**config.mk**
```make
export PLATFORM = sky130hd
export DESIGN_NAME = frv_pipeline_skid
export DESIGN_NICKNAME = d
export VERILOG_FILES = /design/src/rtl/frv_pipeline_skid_pkg.sv /design/src/rtl/frv_pipeline_skid.sv
export SDC_FILE = /design/constraint.sdc
export NUM_CORES = 1
export LEC_CHECK = 0
export BUFFER_PORTS_ARGS = -buffer_cell sky130_fd_sc_hd__buf_2
export CORE_MARGIN = 2
export CORE_UTILIZATION = 45
export CTS_BUF_LIST = sky130_fd_sc_hd__clkbuf_4 sky130_fd_sc_hd__clkbuf_8
export DETAILED_ROUTE_END_ITERATION = 12
export HOLD_SLACK_MARGIN = 0.08
export PLACE_DENSITY = 0.8
export SLEW_MARGIN = 10
export SYNTH_ARGS = -nofsm -noshare
export SYNTH_HDL_FRONTEND = slang
export SYNTH_SLANG_ARGS = --single-unit
```
**constraint.sdc**
```tcl
create_clock -name g_clk -period 1.3 [get_ports g_clk]
set_input_delay 0.26 -clock g_clk [delete_from_list [all_inputs] [get_ports g_clk]]
set_output_delay 0.26 -clock g_clk [all_outputs]
set_load 0.01 [all_outputs]
```
**src/rtl/frv_pipeline_skid_pkg.sv**
```systemverilog
// Shared core constants for pipeline stages: handshake-buffer state encoding.
package frv_pipeline_skid_pkg;

  localparam int SKID_STATE_W = 2;

  typedef enum logic [SKID_STATE_W-1:0] {
    ST_EMPTY = 2'd0,
    ST_BUSY  = 2'd1,
    ST_FULL  = 2'd2
  } skid_state_e;

endpackage

```
**src/rtl/frv_pipeline_skid.sv**
```systemverilog
// Two-entry skid-buffered pipeline stage register; o_ready depends on state only.
module frv_pipeline_skid
  import frv_pipeline_skid_pkg::*;
#(
  parameter int RLEN = 8
) (
  input  logic            g_clk,
  input  logic            g_resetn,
  input  logic [RLEN-1:0] i_data,
  input  logic            i_valid,
  output logic            o_ready,
  input  logic            flush,
  output logic [RLEN-1:0] o_data,
  output logic            o_valid,
  input  logic            i_ready
);

  skid_state_e     r_state;
  skid_state_e     w_state_nxt;
  logic [RLEN-1:0] r_main;
  logic [RLEN-1:0] r_skid;
  logic [RLEN-1:0] w_main_nxt;
  logic [RLEN-1:0] w_skid_nxt;
  logic            w_in_xfer;
  logic            w_out_xfer;

  assign o_valid    = (r_state != ST_EMPTY);
  assign o_ready    = (r_state != ST_FULL);
  assign o_data     = r_main;
  assign w_in_xfer  = i_valid & o_ready;
  assign w_out_xfer = o_valid & i_ready;

  always_ff @(posedge g_clk or negedge g_resetn) begin
    if (!g_resetn) begin
      r_state <= ST_EMPTY;
      r_main  <= '0;
      r_skid  <= '0;
    end else begin
      r_state <= w_state_nxt;
      r_main  <= w_main_nxt;
      r_skid  <= w_skid_nxt;
    end
  end

  // Flush wins over any transfer; the upstream word seen with flush is dropped.
  always_comb begin
    w_state_nxt = r_state;
    w_main_nxt  = r_main;
    w_skid_nxt  = r_skid;
    if (flush) begin
      w_state_nxt = ST_EMPTY;
      w_main_nxt  = '0;
      w_skid_nxt  = '0;
    end else begin
      case (r_state)
        ST_EMPTY: begin
          if (w_in_xfer) begin
            w_state_nxt = ST_BUSY;
            w_main_nxt  = i_data;
          end
        end
        ST_BUSY: begin
          if (w_in_xfer && w_out_xfer) begin
            w_main_nxt = i_data;
          end else if (w_out_xfer) begin
            w_state_nxt = ST_EMPTY;
          end else if (w_in_xfer) begin
            w_state_nxt = ST_FULL;
            w_skid_nxt  = i_data;
          end
        end
        ST_FULL: begin
          if (w_out_xfer) begin
            w_state_nxt = ST_BUSY;
            w_main_nxt  = r_skid;
          end
        end
        // Illegal encoding 3 falls back to a clean empty buffer.
        default: begin
          w_state_nxt = ST_EMPTY;
          w_main_nxt  = '0;
          w_skid_nxt  = '0;
        end
      endcase
    end
  end

endmodule

```
==> impl_metrics.py <==
metrics = {
    "status": {
        "violations": "negative setup slack",
        "outcome": "complete, but fails checks",
    },
    "synthesis": {
        "yosysSeqAreaShare": 0.4574,
        "netlist_area_um2": 984.7,
        "synth-adder-area-share": 0,
        "synth.area.mux_share": 0,
        "syn_inst": 100,
        "synthSimpleGateAreaFrac": 0.2351,
        "synth_top_cell_by_area": "dfrtp_1",
        "yosys_warnings": 0,
        "syn_nets": 113,
        "syn_area_per_cell_um2": 9.847,
        "synth-seq-cells": 18,
        "synth_top_cell_area_share": 0.4574,
        "synth.top_cells.by_area": "dfrtp_1 (46%), a22o_1 (8.0%), o2bb2ai_1 (6.2%), nand3b_1 (6.1%), nand2_1 (5.7%)",
        "synth_top_family_by_area": "compound AO/OA/AOI/OAI gates",
        "synth-compound-area-share": 0.2402,
        "synth_xor_area_frac": 0.01652,
        "yosysUniqueCellTypes": 24,
    },
    "critical_path": {
        "crit_top_cell": "buf_6",
        "arrival_ns": 1.14,
        "required_ns": 1.04,
        "end_kind": "output pin",
        "rrSetupSlack_ns": -0.06,
        "cp-start-kind": "flop",
        "reg2regPathDepth": 4,
        "cp_max_fo": 4,
        "path_cells": "nor2b_4 > buf_6 > inv_2 > buf_6",
        "slowest_stage": "dfrtp_2",
        "cpPeakStageDelay_ns": 0.46,
        "r2r_start": "r_state[1]",
        "path_class": "reg -> out",
        "r2r_end": "o_data[7]",
    },
    "sta": {
        "finalCritPeriodShare": 1.077,
        "fmax_mhz": 714.2,
        "relSlewSlack": 0.7389,
        "setup_viol": 12,
        "report.final.slew_viol_count": 0,
        "tightest_slew_ns": 0.3917,
        "fin_crit_ns": 1.400,
        "timing.hold.ws_ns": 0.1915,
        "fin_skew_ns": 0.002730,
        "hold_viol": 0,
        "setup_ws_ns": -0.1002,
        "grt_setup_unrepaired": "true",
    },
    "finish": {
        "finalNonFillerCells": 159,
        "drive_gt1_frac": 0.3864,
        "final_core_util": 0.6442,
        "n_fill_cell": 149,
        "syn_to_final_growth_pct": 32.27,
        "seqCellArea_um2": 452.9,
        "antenna_cells": 0,
        "multi_input_comb_area_um2": 526.8,
        "nets": 146,
    },
    "detailed_routing": {
        "wire_per_inst_um": 15.62,
        "drt_first_pass_iters": 4,
        "drt-initial-drc-count": 37,
        "wl_um": 2483,
        "vias_per_cell": 5.604,
        "num_vias": 891,
        "postRouteAntennaNets": 0,
        "route.detailed.drc": 0,
    },
    "cts": {
        "clkTransAtPathRegs_ns": 0.10,
        "clk_latency_ns": 0.30,
        "cts-buffers-inserted": 3,
        "cts.htree.levels": 1,
        "clock_sinks": 18,
        "cts_tree": "built",
        "clockBufferDepth": 2,
        "cts-root-buf": "clkbuf_4",
    },
    "pwr": {
        "clockPowerShare": 0.280,
        "p_int_uw": 898.0,
        "peakVddDrop_v": 0.0005150,
        "swShare": 0.2747,
        "p_leak_uw": 0.0005883,
        "seqPwrFrac": 0.505,
        "power.density_nw_per_um2": 950.5,
        "power_frac_comb": 0.214,
        "power.switching_uw": 340.1,
    },
    "die": {
        "rows": 16,
        "fp.coreArea_um2": 2022,
        "die_x_um": 50.78,
        "start_util": 0.4870,
        "chipHeight_um": 50.78,
        "die_area_um2": 2579,
        "ios": 23,
    },
    "place": {
        "place_congestion": 0.7902,
        "io_buffer_count": 22,
        "placed_cells": 149,
        "dp_hpwl_um": 1599,
    },
    "min_path": {
        "hold_path_startpoint": "i_ready",
        "hp-class": "in -> reg",
        "min_path_cells": 2,
        "hold_end": "r_state[1]",
    },
    "global_route": {
        "grt_antenna_before_repair": 0,
        "grt_pass1_vias": 830,
        "grt_pass1_wl_um": 3829,
        "grt_overflow": 0,
        "grt_usage": 0.2003,
        "grt_max_degree": 19,
    },
    "job": {
        "cap_violations": 0,
    },
}
==> flip-flops by register name (all words and copies together) (netlist names) <==
register and cells:
o_data 8, r_skid 8, r_state 2
==> metrics by stage <==
stage                      TNS [ns]  instance area (um^2)  power (uW)  setup slack (ns)
after floorplan                   0                 984.7       761.0           0.03056
final                       -0.6007                  1303        1238           -0.1002
after CTS                   -0.9022                  1255        1228          -0.09722
after global placement            0                  1146       845.9           0.03034
after global routing         -1.151                  1303        1311           -0.1519
after detailed placement  -0.007025                  1146       853.7         -0.007025
==> cell type report <==
type	count	share of cell area
clock buffer	4	0.02786
inverter	2	0.005764
multi-input combinational	72	0.4044
sequential	18	0.3477
tap	27	0.02594
timing repair buffer	36	0.1883
==> cells in the mapped netlist, drive strengths merged <==
library cell	n
a21oi	3
nor2	1
o2bb2ai	7
a21o	1
clkbuf	3
nor3	2
a31oi	8
nand2	15
nand3b	8
nor3b	1
o21ai	1
or2	1
xor2	1
o21bai	1
dfrtp	18
nand2b	9
and4bb	1
nor2b	3
a22o	9
inv	2
buf	5
==> how the worst max path moves through the flow <==
stage               slack (ns)  depth (start not counted)   endpoint  startpoint
finish                   -0.10                          4    o_ready  r_state[0]
global route             -0.15                          4    o_ready  r_state[0]
CTS                       -0.1                          4    o_ready  r_state[0]
detailed placement      -0.007                          4  o_data[7]  r_state[1]
global placement          0.03                          3  r_skid[4]  r_state[1]
floorplan                 0.03                          3    o_valid  r_state[1]
==> cells in the final DEF, fill, tap and decap left out, drive strengths merged <==
| master | count |
|---|---|
| a22o | 9 |
| nand2 | 15 |
| a31oi | 8 |
| inv | 2 |
| xor2 | 1 |
| nor3 | 2 |
| a21o | 1 |
| nand2b | 9 |
| nand3b | 8 |
| o2bb2ai | 7 |
| clkbuf | 4 |
| or2 | 1 |
| dfrtp | 18 |
| dlygate4sd3 | 1 |
| o21bai | 1 |
| and4bb | 1 |
| buf | 35 |
| nor3b | 1 |
| o21ai | 1 |
| nor2b | 3 |
| nor2 | 1 |
| a21oi | 3 |
==> cell families after synthesis <==
group | Yosys count
AOI/OAI and AO/OA | 30
xor gates and xnor gates | 1
buffers and inverters | 10
DFF | 18
and+or+nand+nor | 41
==> per-layer routing <==
| metal | wire, um | track usage |
|---|---|---|
| met3 | 116 | 0.04167 |
| met2 | 1194 | 0.3224 |
| met5 | 0 | 0 |
| met4 | 40 | 0.08559 |
| met1 | 1131 | 0.2594 |
==> power groups by stage <==
stage / clock network (uW) / registers (uW) / logic, uW
floorplan: 0 / 638 / 122
global placement: 0 / 634 / 212
detailed placement: 0 / 637 / 217
CTS: 361 / 624 / 243
global route: 392 / 630 / 289
finish: 347 / 625 / 266
==> timing repair <==
item / 4_1_cts / 5_1_grt
buffers inserted: 4 / 1
hold endpoints to repair: 18 / 0
hold buffers: 1 / 0
resized for setup: 11 / 8
endpoints found under the setup margin: 14 / 20
pin swaps: 7 / 11
==> critical path: cells and delay by family, from the launching register on <==
family	cells	cell delay, ns
flip-flops	1	0.46
AND/OR/NAND/NOR	1	0.13
buffers and inverters	3	0.25
Note: power is estimated with default switching activity, not from simulation.
